[config.mk]
export PLATFORM = sky130hd
export DESIGN_NAME = decode_queue
export DESIGN_NICKNAME = d
export VERILOG_FILES = /design/src/rtl/decode_queue.sv
export SDC_FILE = /design/constraint.sdc
export NUM_CORES = 1
export LEC_CHECK = 0
export BUFFER_PORTS_ARGS = -buffer_cell sky130_fd_sc_hd__buf_2
export CORE_MARGIN = 10
export CORE_UTILIZATION = 50
export DETAILED_ROUTE_END_ITERATION = 7
export PLACE_DENSITY = 0.75
export SYNTH_ARGS = -nofsm -noshare
export SYNTH_HDL_FRONTEND = slang
export SYNTH_SLANG_ARGS = --single-unit
export TNS_END_PERCENT = 1
[constraint.sdc]
create_clock -name clock -period 4.58 [get_ports clock]
set_input_delay 0.916 -clock clock [delete_from_list [all_inputs] [get_ports clock]]
set_output_delay 0.916 -clock clock [all_outputs]
set_load 0.03 [all_outputs]
[src/rtl/decode_queue.sv]
// RV32I fetch buffer: a DEPTH-entry FIFO feeding a registered decode stage.
// The decode stage presents fields to issue through a valid/ready handshake.
module decode_queue #(
  parameter int DEPTH = 4,
  parameter int PC_W  = 32
) (
  input  logic                     clock,
  input  logic                     reset,
  input  logic                     flush,
  input  logic                     in_valid,
  output logic                     in_ready,
  input  logic [31:0]              in_instr,
  input  logic [PC_W-1:0]          in_pc,
  output logic                     out_valid,
  input  logic                     out_ready,
  output logic [6:0]               op_type,
  output logic [2:0]               op_sub,
  output logic                     op_flag,
  output logic [31:0]              imm,
  output logic [4:0]               rs1,
  output logic [4:0]               rs2,
  output logic [4:0]               rd,
  output logic                     uses_rs1,
  output logic                     uses_rs2,
  output logic                     writes_rd,
  output logic                     illegal,
  output logic [PC_W-1:0]          out_pc,
  output logic [31:0]              out_instr,
  output logic [$clog2(DEPTH):0]   count
);

  localparam int AW = $clog2(DEPTH);
  localparam int CW = AW + 1;

  localparam logic [6:0] OPC_LUI    = 7'b0110111;
  localparam logic [6:0] OPC_AUIPC  = 7'b0010111;
  localparam logic [6:0] OPC_JAL    = 7'b1101111;
  localparam logic [6:0] OPC_JALR   = 7'b1100111;
  localparam logic [6:0] OPC_BRANCH = 7'b1100011;
  localparam logic [6:0] OPC_LOAD   = 7'b0000011;
  localparam logic [6:0] OPC_STORE  = 7'b0100011;
  localparam logic [6:0] OPC_OPIMM  = 7'b0010011;
  localparam logic [6:0] OPC_OP     = 7'b0110011;
  localparam logic [6:0] OPC_MISC   = 7'b0001111;
  localparam logic [6:0] OPC_SYSTEM = 7'b1110011;

  typedef struct packed {
    logic [6:0]  op_type;
    logic [2:0]  op_sub;
    logic        op_flag;
    logic [31:0] imm;
    logic [4:0]  rs1;
    logic [4:0]  rs2;
    logic [4:0]  rd;
    logic        uses_rs1;
    logic        uses_rs2;
    logic        writes_rd;
    logic        illegal;
  } dec_t;

  logic [31:0]     fifo_instr_q [DEPTH];
  logic [PC_W-1:0] fifo_pc_q    [DEPTH];

  logic [AW-1:0]   wr_ptr_q, wr_ptr_d;
  logic [AW-1:0]   rd_ptr_q, rd_ptr_d;
  logic [CW-1:0]   count_q, count_d;
  logic            out_valid_q, out_valid_d;
  logic [31:0]     out_instr_q, out_instr_d;
  logic [PC_W-1:0] out_pc_q, out_pc_d;
  dec_t            dec_q, dec_d;

  logic            push;
  logic            pop;
  logic            bypass;
  logic            fifo_wr;
  logic            load;
  logic            out_free;
  logic            fifo_has;
  logic [31:0]     src_instr;
  logic [PC_W-1:0] src_pc;
  dec_t            dec_src;

  // in_ready looks only at the registered count so issue backpressure never
  // reaches fetch combinationally; a full FIFO blocks even if it pops this cycle.
  assign in_ready = (count_q < CW'(DEPTH));
  assign out_free = !out_valid_q || out_ready;
  assign fifo_has = (count_q != '0);
  assign push     = in_valid && in_ready && !flush;
  assign pop      = out_free && fifo_has && !flush;
  assign bypass   = out_free && !fifo_has && push;
  assign fifo_wr  = push && !bypass;
  assign load     = pop || bypass;

  always_comb begin
    src_instr = in_instr;
    src_pc    = in_pc;
    if (fifo_has) begin
      src_instr = fifo_instr_q[rd_ptr_q];
      src_pc    = fifo_pc_q[rd_ptr_q];
    end
  end

  always_comb begin
    logic has_f3;
    logic has_rd;
    dec_src         = '0;
    has_f3          = 1'b0;
    has_rd          = 1'b0;
    dec_src.op_type = src_instr[6:0];
    case (src_instr[6:0])
      OPC_LUI, OPC_AUIPC: begin
        dec_src.imm = {src_instr[31:12], 12'b0};
        has_rd      = 1'b1;
      end
      OPC_JAL: begin
        dec_src.imm = {{11{src_instr[31]}}, src_instr[31], src_instr[19:12],
                       src_instr[20], src_instr[30:21], 1'b0};
        has_rd      = 1'b1;
      end
      OPC_JALR, OPC_LOAD: begin
        dec_src.imm      = {{20{src_instr[31]}}, src_instr[31:20]};
        dec_src.uses_rs1 = 1'b1;
        has_rd           = 1'b1;
        has_f3           = 1'b1;
      end
      OPC_BRANCH: begin
        dec_src.imm      = {{19{src_instr[31]}}, src_instr[31], src_instr[7],
                            src_instr[30:25], src_instr[11:8], 1'b0};
        dec_src.uses_rs1 = 1'b1;
        dec_src.uses_rs2 = 1'b1;
        has_f3           = 1'b1;
      end
      OPC_STORE: begin
        dec_src.imm      = {{20{src_instr[31]}}, src_instr[31:25], src_instr[11:7]};
        dec_src.uses_rs1 = 1'b1;
        dec_src.uses_rs2 = 1'b1;
        has_f3           = 1'b1;
      end
      OPC_OPIMM: begin
        // Shift amounts are unsigned and funct7 bit 30 selects arithmetic shift.
        if (src_instr[14:12] == 3'b001 || src_instr[14:12] == 3'b101) begin
          dec_src.imm     = {27'b0, src_instr[24:20]};
          dec_src.op_flag = src_instr[30];
        end else begin
          dec_src.imm = {{20{src_instr[31]}}, src_instr[31:20]};
        end
        dec_src.uses_rs1 = 1'b1;
        has_rd           = 1'b1;
        has_f3           = 1'b1;
      end
      OPC_OP: begin
        dec_src.op_flag  = src_instr[30];
        dec_src.uses_rs1 = 1'b1;
        dec_src.uses_rs2 = 1'b1;
        has_rd           = 1'b1;
        has_f3           = 1'b1;
      end
      OPC_MISC: begin
        has_f3 = 1'b1;
      end
      OPC_SYSTEM: begin
        dec_src.imm = {{20{src_instr[31]}}, src_instr[31:20]};
        has_f3      = 1'b1;
      end
      default: begin
        dec_src.illegal = 1'b1;
      end
    endcase
    dec_src.op_sub    = has_f3 ? src_instr[14:12] : 3'b000;
    dec_src.rs1       = dec_src.uses_rs1 ? src_instr[19:15] : 5'd0;
    dec_src.rs2       = dec_src.uses_rs2 ? src_instr[24:20] : 5'd0;
    dec_src.rd        = has_rd ? src_instr[11:7] : 5'd0;
    dec_src.writes_rd = has_rd && (src_instr[11:7] != 5'd0);
  end

  always_comb begin
    wr_ptr_d    = wr_ptr_q;
    rd_ptr_d    = rd_ptr_q;
    count_d     = count_q;
    out_valid_d = out_valid_q;
    out_instr_d = out_instr_q;
    out_pc_d    = out_pc_q;
    dec_d       = dec_q;
    if (flush) begin
      // Decoded fields deliberately keep their last values across a squash.
      wr_ptr_d    = '0;
      rd_ptr_d    = '0;
      count_d     = '0;
      out_valid_d = 1'b0;
    end else begin
      if (fifo_wr) begin
        wr_ptr_d = wr_ptr_q + AW'(1);
      end
      if (pop) begin
        rd_ptr_d = rd_ptr_q + AW'(1);
      end
      count_d = count_q + CW'(fifo_wr) - CW'(pop);
      if (out_free) begin
        out_valid_d = load;
      end
      if (load) begin
        out_instr_d = src_instr;
        out_pc_d    = src_pc;
        dec_d       = dec_src;
      end
    end
  end

  always_ff @(posedge clock) begin
    if (fifo_wr) begin
      fifo_instr_q[wr_ptr_q] <= in_instr;
      fifo_pc_q[wr_ptr_q]    <= in_pc;
    end
  end

  always_ff @(posedge clock or posedge reset) begin
    if (reset) begin
      wr_ptr_q    <= '0;
      rd_ptr_q    <= '0;
      count_q     <= '0;
      out_valid_q <= 1'b0;
      out_instr_q <= '0;
      out_pc_q    <= '0;
      dec_q       <= '0;
    end else begin
      wr_ptr_q    <= wr_ptr_d;
      rd_ptr_q    <= rd_ptr_d;
      count_q     <= count_d;
      out_valid_q <= out_valid_d;
      out_instr_q <= out_instr_d;
      out_pc_q    <= out_pc_d;
      dec_q       <= dec_d;
    end
  end

  assign out_valid = out_valid_q;
  assign out_instr = out_instr_q;
  assign out_pc    = out_pc_q;
  assign count     = count_q;
  assign op_type   = dec_q.op_type;
  assign op_sub    = dec_q.op_sub;
  assign op_flag   = dec_q.op_flag;
  assign imm       = dec_q.imm;
  assign rs1       = dec_q.rs1;
  assign rs2       = dec_q.rs2;
  assign rd        = dec_q.rd;
  assign uses_rs1  = dec_q.uses_rs1;
  assign uses_rs2  = dec_q.uses_rs2;
  assign writes_rd = dec_q.writes_rd;
  assign illegal   = dec_q.illegal;

endmodule

# Word level (Yosys, flattened, before mapping)
# Memory sizes are Yosys's and may differ from the RTL's.
# Cells that the tools add are included.
# op_classes
n_mux	24
addsub	4
magnitude_cmp	1
n_shift	0
eq_ne	13
div	0
bitwise_logic	1
n_reduce_logical	28
multipliers	0
# ops
operator	n
$pmux W32 S6	1
$mux W32	3
$eq A7 B7 Y1 const B	4
$eq A7 B6 Y1 const B	3
$mux W5	3
$eq A7 B5 Y1 const B	2
$reduce_or A11 Y1	1
$mux W1	10
$logic_and A1 B1 Y1	8
$mux W2	4
$reduce_or A8 Y1	1
$eq A7 B2 Y1 const B	1
$eq A7 B4 Y1 const B	1
$reduce_or A7 Y1	1
$mux W3	2
$reduce_bool A2 Y1	3
$reduce_or A3 Y1	2
$reduce_or A6 Y1	1
$reduce_bool A5 Y1	1
$add A2 B1 Y2 const B	2
$logic_not A1 Y1	4
$add A3 B1 Y3	1
$eq A3 B1 Y1 const B	1
$eq A3 B3 Y1 const B	1
8 further kinds	10
# word_totals
out_inout_bits	131
romBits	0
reg_bits	134
in_bits	69
memories	2
latchBits	0
elab_cells	90
ram_bits	256
# mem_list
name	words	word_bits	rd	rd_ports_with_merged_regs	wr	line_no	rtl
fifo_instr_q	4	32	1	0	1	61	logic [31:0] fifo_instr_q [DEPTH];
fifo_pc_q	4	32	1	0	1	62	logic [PC_W-1:0] fifo_pc_q [DEPTH];

# Depth between registers and ports, before layout
# Gate-level depths: netlist of run 1.
# logic_depth
ltp_word	9
ltp_mapped	15
ltp_nobuf	12

# Worst setup path before layout of run 1
# OpenSTA, ideal clock, no wires.
# synth_timing
kind	reg-to-reg
startpoint	reg count_q[1] (netlist: count[1])
endpoint	mem fifo_instr_q[1][0] (enable)
synth_period_minus_slack_ps	3811
arrival_time_ps	3382
stages_incl_launch_ff	8
setup_time_ps	429
required_ps	4151
path_buffers	3
slack_ps	769
path_cell_list	dfrtp_1 or3_1 buf_4 buf_2 buf_2 nor2_1 nor3_1 and2_1
# synth_between
elab_chain_len	8
word_cells_on_any_way	11
# synth_rtl
item	line_no	rtl
from (decl)	66	logic [CW-1:0] count_q, count_d;
from (signal assigned)	228	count_q <= count_d;
$lt A3 B3 Y1 / $reduce_bool A3 Y1 (equally long branches)	85, 87	
$logic_and A1 B1 Y1 / $logic_not A1 Y1 (equally long branches)	88, 90	
$logic_and A1 B1 Y1, on equally long branches	88, 90	
$logic_and A1 B1 Y1	90	assign bypass = out_free && !fifo_has && push;
$logic_not A1 Y1	91	assign fifo_wr = push && !bypass;
$logic_and A1 B1 Y1 (*)	91	
$mux W1 (*)	210	if (fifo_wr) begin
$mux W1 (implied by the code) (*)	211	fifo_instr_q[wr_ptr_q] <= in_instr;
to (decl)	61	
# Mark *: on every way between the ends. The rest lies on a longest branch, timed or not.

# Worst setup path in the final report of run 1
# layout_timing
startpoint	reg rd_ptr_q[0]
endpoint	reg dec_q, in the netlist imm[2]
# layout_between
elab_chain_len	5
word_cells_on_any_way	15
# layout_rtl
item	line_no	rtl
from (decl)	65	logic [AW-1:0] rd_ptr_q, rd_ptr_d;
from (signal assigned)	227	rd_ptr_q <= rd_ptr_d;
$mem_v2 Z4 W32 (*)	--	
$mux W32 (*)	97	if (fifo_has) begin
$eq A7 B7 Y1, or another cell as far along	110	case (src_instr[6:0])
$reduce_or A3 Y1 (no line) / $reduce_or A2 Y1 (equally long branches)	--	
$pmux W32 S6 (*)	110	
to (signal assigned)	224	dec_q <= '0;
to (signal assigned)	232	dec_q <= dec_d;
to (decl)	70	dec_t dec_q, dec_d;
# Marks and branches as above.
# A chain may end at the register's enable or synchronous reset.

==> impl_metrics.py, run 1 <==
metrics = {
    "run_status": {
        "outcome": "finished, final reports clean",
    },
    "critical_path": {
        "reg2reg_depth": 7,
        "r2r_end": "imm[2]",
        "crit_path_start_kind": "flop",
        "cp_max_fo": 25,
        "crit_start": "rd_ptr_q[0]",
        "end_kind": "flop",
        "crit_arrival_ns": 3.52,
        "cp.required_ns": 4.98,
        "worstSetupPathType": "flop to flop",
        "regToRegSetupSlack_ns": 1.46,
        "rr_startpoint": "rd_ptr_q[0]",
        "crit_end": "imm[2]",
    },
    "sta": {
        "fin_crit_ns": 3.12,
        "slew_headroom_pct": 31.5,
        "rsz0062_at_grt": "false",
        "worstMarginPinSlew_ns": 1.03,
        "fin_skew_ns": 0.0216,
        "setup_tns_ns": 0,
        "fin_crit_sh_pct": 68.2,
        "timing.final.ws_setup_ns": 1.46,
        "finalMaxSlewViolations": 0,
        "final-hold-violation-count": 0,
        "fmax_ghz": 0.320,
        "setup_viol": 0,
    },
    "pwr": {
        "ir_drop_uv": 423,
        "p_per_area_nw_per_um2": 673,
        "p_leak_nw": 6.97,
        "combPwrFrac_pct": 37.1,
        "swShare_pct": 38.1,
        "seqPwrFrac_pct": 38.5,
        "p_int_mw": 7.47,
        "power_mw": 12.1,
        "p_clk_share_pct": 24.4,
        "p_sw_mw": 4.60,
    },
    "route": {
        "drc": 0,
        "via_count": 9149,
        "wl_met1_um": 15400,
        "ant_nets": 0,
        "wl_met3_um": 2840,
        "routed_via_density": 5.69,
        "routed.top_layer": "met5",
        "drt-pass1-iter-count": 5,
        "wl_per_cell_um": 22.1,
        "totalWireLength_um": 35600,
        "drt_iter0_markers": 755,
        "wl_met2_um": 16800,
    },
    "synthesis": {
        "synth-edff-count": 256,
        "syn_area_um2": 15400,
        "synth_top_flop_cell": "edfxtp_1",
        "postSynthCellCount": 980,
        "avgSynthCellArea_um2": 15.7,
        "yosysSeqAreaShare_pct": 70.8,
        "syn-num-nets": 1056,
        "netlist_top_cells_area": "edfxtp_1 50%, dfrtp_1 21%, mux4_2 9.4%",
        "async_flop_share_pct": 33.2,
        "synth_top_area_cell": "edfxtp_1",
        "yosys_warnings": 0,
        "ys_types": 62,
        "ys_ff_latch": 383,
        "synth_top_cell_area_share_pct": 50.1,
    },
    "clocking": {
        "root_buffer": "clkbuf_16",
        "post_cts_buffers": 0,
        "cts_sinks": 383,
        "clk_path_buf_depth": 3,
        "clk_latency_ns": 0.53,
        "postCtsResizedCells": 0,
        "numCtsBuffers": 39,
        "clk_pin_slew_worst_paths_ns": 0.06,
        "cts-hold-fix-buffers": 0,
        "htree_levels": 2,
        "tritoncts": "done",
    },
    "floorplanning": {
        "dieArea_um2": 38100,
        "die_y_um": 195,
        "initial_core_util_pct": 50.5,
        "rows": 64,
        "core_region_area_um2": 30400,
        "ios": 200,
        "die_x_um": 195,
    },
    "global_routing": {
        "grt_pass1_vias": 9494,
        "grt_pass1_wl_um": 55900,
        "grtUsageTotal_pct": 18.4,
        "grt_remaining_overflow": 0,
        "grt_antenna_before_repair": 5,
        "grt_max_degree": 103,
    },
    "place": {
        "dp_slack_ns": 1.09,
        "hpwl_um": 24200,
        "gp_routability_congestion": 0.851,
        "port_buffers": 199,
    },
    "layout": {
        "drive_gt1_share_pct": 30.3,
        "synthToLayoutAreaGrowth_pct": 16.9,
        "fillers": 2362,
        "layout.nets": 1253,
    },
    "run": {
        "drv_cap": 0,
    },
    "min_path": {
        "hp-class": "flop to flop",
    },
}
==> how the worst min path moves through the flow <==
stage	start	to	depth (start not counted)
3_5_place_dp	out_instr[17]	out_instr[17]	1
3_3_place_gp	uses_rs2	uses_rs2	2
4_1_cts	out_instr[17]	out_instr[17]	1
2_1_floorplan	wr_ptr_q[1]	wr_ptr_q[1]	2
6_report	out_instr[17]	out_instr[17]	1
5_1_grt	out_instr[18]	out_instr[18]	1
==> power groups by stage <==
| stage | logic, mW | clock network, mW | registers [mW] |
|---|---|---|---|
| 2_1_floorplan | 2.49 | 0 | 5.44 |
| 3_3_place_gp | 4.44 | 0 | 4.68 |
| 3_5_place_dp | 4.51 | 0 | 4.72 |
| 4_1_cts | 4.53 | 2.99 | 4.66 |
| 5_1_grt | 4.84 | 3.14 | 4.72 |
| 6_report | 4.48 | 2.94 | 4.65 |
==> cells in the final DEF (no fill, tap or decap), types with 5 or more instances in the layout <==
cell	synthesis	routed
edfxtp_1	256	256
mux2i_1	23	23
buf_4	8	16
nand3_1	7	7
o21ai_0	34	34
ha_1	6	6
nand2_1	146	146
o22a_1	12	12
a22o_1	10	10
a21oi_1	9	9
clkinv_2	0	7
mux4_2	64	64
a31oi_1	39	39
clkbuf_16	0	40
clkbuf_1	32	13
a21o_1	14	14
and2_4	1	5
nor4_1	5	5
diode_2	0	5
inv_1	12	11
dfrtp_1	127	125
nor2_1	80	80
buf_2	12	199
==> through the flow <==
stage / instance area (um2) / utilization [%] / hold slack (ns) / instances
after floorplan: 15400 / - / 0.538 / 980
after global placement: 16700 / 55.0 / 0.455 / 1532
after detailed placement: 16700 / 55.0 / 0.465 / 1532
after CTS: 17900 / 58.9 / 0.478 / 1604
after global routing: 17900 / 58.9 / 0.501 / 1604
final: 17900 / 59.0 / 0.476 / 1609
==> metal layers <==
metal | vias to the layer above | track usage (%)
li1 | 4113 | -
met3 | 57 | 4.47
met4 | 2 | 4.27
met1 | 4625 | 25.2
met2 | 352 | 29.2
met5 | - | 0
==> worst max-delay path, stage by stage, from the launching register on <==
cell and delay, ns:
dfrtp_4 0.58, buf_4 0.49, mux4_2 0.63, mux2i_4 0.33
nor4_4 0.11, a311o_1 0.43, a221oi_1 0.32, o21ai_1 0.09
==> cell usage after synthesis, types with 4 or more instances <==
cell and number:
edfxtp_1 256, nand2b_1 4, and2_1 5, nor4_1 5, buf_4 8, a31oi_1 39
nand3_1 7, o21ai_1 4, buf_1 5, ha_1 6, clkbuf_1 32, nor2_1 80
mux2i_1 23, a21oi_1 9, a22oi_1 4, nand2_1 146, a22o_1 10, mux2i_4 4
o22a_1 12, buf_2 12, o31ai_1 4, o21ai_0 34, nor3_1 4, a21o_1 14
inv_1 12, dfrtp_1 127, a221oi_1 4, mux4_2 64
==> state kept, by name, summed over array words and instances (netlist names), 2 cells and up <==
name	flops
count	3
wr_ptr_q	2
rd	5
imm	32
out_pc	32
rd_ptr_q	2
rs2	5
fifo_pc_q	128
op_sub	3
rs1	5
fifo_instr_q	128
out_instr	32
==> final cells by class <==
type | instances | area (um2) | share of cell area [%]
Sequential cell | 383 | 10900 | 60.6
Multi-Input combinational cell | 525 | 4190 | 23.3
Timing Repair Buffer | 216 | 1140 | 6.33
Clock buffer | 56 | 1090 | 6.08
Tap cell | 396 | 495 | 2.76
Clock inverter | 16 | 98.8 | 0.551
Inverter | 12 | 50.0 | 0.279
Antenna cell | 5 | 12.5 | 0.0697
==> cell families (layout without fill, tap and decap cells) <==
logic type / after synthesis / after routing / share of synthesized area [%]
AOI/OAI and AO/OA: 152 / 152 / 6.89
xor gates and xnor gates: 5 / 5 / 0.285
adders and majority gates: 7 / 7 / 0.619
buffers and inverters: 72 / 300 / 2.22
DFF: 383 / 383 / 70.8
muxes: 96 / 96 / 12.0
other: 0 / 5 / 0
and+or+nand+nor: 265 / 265 / 7.24
Note: power is estimated with default switching activity, not from simulation.
==> run 2, diff against run 1 <==
clock period = 3.1 ns   (was 4.58 ns; I/O delays follow)
==> impl_metrics.py, run 2 (same netlist as run 1, synthesis figures left out) <==
metrics = {
    "clocking": {
        "numCtsBuffers": 40,
        "tritoncts": "done",
        "postCtsResizedCells": 0,
        "cts_sinks": 383,
        "clk_pin_slew_worst_paths_ns": 0.06,
        "cts-hold-fix-buffers": 0,
        "root_buffer": "clkbuf_16",
        "post_cts_buffers": 0,
        "clk_latency_ns": 0.53,
        "htree_levels": 2,
        "clk_path_buf_depth": 3,
    },
    "pwr": {
        "ir_drop_uv": 668,
        "p_per_area_nw_per_um2": 1000,
        "p_leak_nw": 7.10,
    },
    "sta": {
        "fin_crit_ns": 2.69,
        "whs_ns": 0.245,
        "fmax_ghz": 0.372,
        "fin_crit_sh_pct": 86.7,
        "rsz0062_at_grt": "false",
        "finalMaxSlewViolations": 0,
        "setup_viol": 0,
        "fin_skew_ns": 0.0148,
        "slew_headroom_pct": 47.5,
        "final-hold-violation-count": 0,
        "worstMarginPinSlew_ns": 0.787,
    },
    "layout": {
        "synthToLayoutAreaGrowth_pct": 18.5,
        "finalNonFillerCells": 1618,
        "layout.nets": 1266,
        "multi_input_area_um2": 4190,
        "regArea_um2": 10900,
        "mostFrequentLayoutCells": "256 x edfxtp_1, 199 x buf_2, 146 x nand2_1",
        "final_util_pct": 59.8,
        "drive_gt1_share_pct": 31.4,
        "final_common_cell": "edfxtp_1",
        "fillers": 2349,
        "reg_top3": "fifo_instr_q: 128 flops, fifo_pc_q: 128 flops",
    },
    "global_routing": {
        "grt-busiest-layer": "met2",
        "grt.met2_usage_pct": 29.0,
        "grt_remaining_overflow": 0,
        "grt_pass1_wl_um": 55600,
        "grt_use_met3_pct": 5.29,
        "met1_usage_pct": 24.4,
        "grtUsageTotal_pct": 18.3,
        "grt_pass1_vias": 9507,
        "grt_max_degree": 128,
        "grt_antenna_before_repair": 5,
    },
    "floorplanning": {
        "core_region_area_um2": 30400,
        "die_y_um": 195,
        "dieArea_um2": 38100,
        "initial_core_util_pct": 50.5,
        "die_x_um": 195,
        "ios": 200,
        "rows": 64,
    },
    "route": {
        "drt-pass1-iter-count": 6,
        "drt_iter0_markers": 875,
        "ant_nets": 0,
        "wl_per_cell_um": 21.6,
        "via_count": 9142,
        "routed_via_density": 5.65,
        "drc": 0,
        "totalWireLength_um": 35000,
    },
    "critical_path": {
        "critical-path-max-stage-delay_ns": 0.62,
        "end_kind": "flop",
        "cp_cell_sequence": "mux4_2, nand4bb_1, and2_1, nor2_1, o2111ai_1, o21ai_0",
        "crit_path_start_kind": "flop",
        "worstSetupPathType": "flop to flop",
        "cp.required_ns": 3.53,
        "cp_max_fo": 16,
        "crit_arrival_ns": 3.12,
        "cp_slowest_cell": "dfrtp_4",
    },
    "place": {
        "dp.cells": 1544,
        "gp_routability_congestion": 0.922,
        "port_buffers": 199,
        "hpwl_um": 23500,
    },
    "run_status": {
        "outcome": "finished, final reports clean",
    },
    "min_path": {
        "hp-class": "primary input to asynchronous set/reset pin",
    },
    "run": {
        "drv_cap": 0,
    },
}
## run 2: critical path, delay by kind of cell (launching register included)
family	cells	cell delay [ns]
AND/OR/NAND/NOR	3	0.82
flip-flops	1	0.62
AO/OA/AOI/OAI	2	0.58
multiplexers	1	0.58
## run 2: final timing paths
check / from / to / slack, ns / depth (start not counted)
min in group clock: in_pc[23] / fifo_pc_q[3][23] / 0.32 / 1
max in group asynchronous: reset / rd_ptr_q[1] / 2.12 / 3
hold / removal: reset / out_instr[7] / 0.24 / 3
setup / recovery: rd_ptr_q[0] / rs2[3] / 0.41 / 6
setup reg to reg: rd_ptr_q[0] / rs2[3] / 0.41 / 6
hold reg to reg: out_instr[16] / out_instr[16] / 0.47 / 1
## run 2: routing by layer
layer  part of all wire (%)  wire [um]
met2                     47      16500
met1                     42      14900
met4                    2.1        719
met3                    8.4       2950
met5                  0.094         33
## run 2: through the flow
stage / total power [mW] / area (um2) / TNS (ns) / worst slack, ns
floorplan: 11.7 / 15400 / -182.06 / -0.711
CTS: 18.4 / 18200 / 0 / 0.387
global placement: 13.6 / 16900 / 0 / 0.461
finish: 18.2 / 18200 / 0 / 0.412
detailed placement: 13.7 / 16900 / 0 / 0.403
global route: 19.2 / 18200 / 0 / 0.180
## run 2: cell type report
cell class              count  area share, %
diodes                      2         0.0275
clock buffers              55           6.17
clock inverters            17          0.956
inverters                  12          0.268
multi-input cells         525           23.0
flip-flops and latches    383           59.8
well taps                 396           2.72
repair buffers            228           7.08
## run 2: power breakdown
| group | switching (mW) | internal (mW) |
|---|---|---|
| Combinational | 4.37 | 2.33 |
| Sequential | 0.521 | 6.33 |
| Clock | 1.89 | 2.79 |
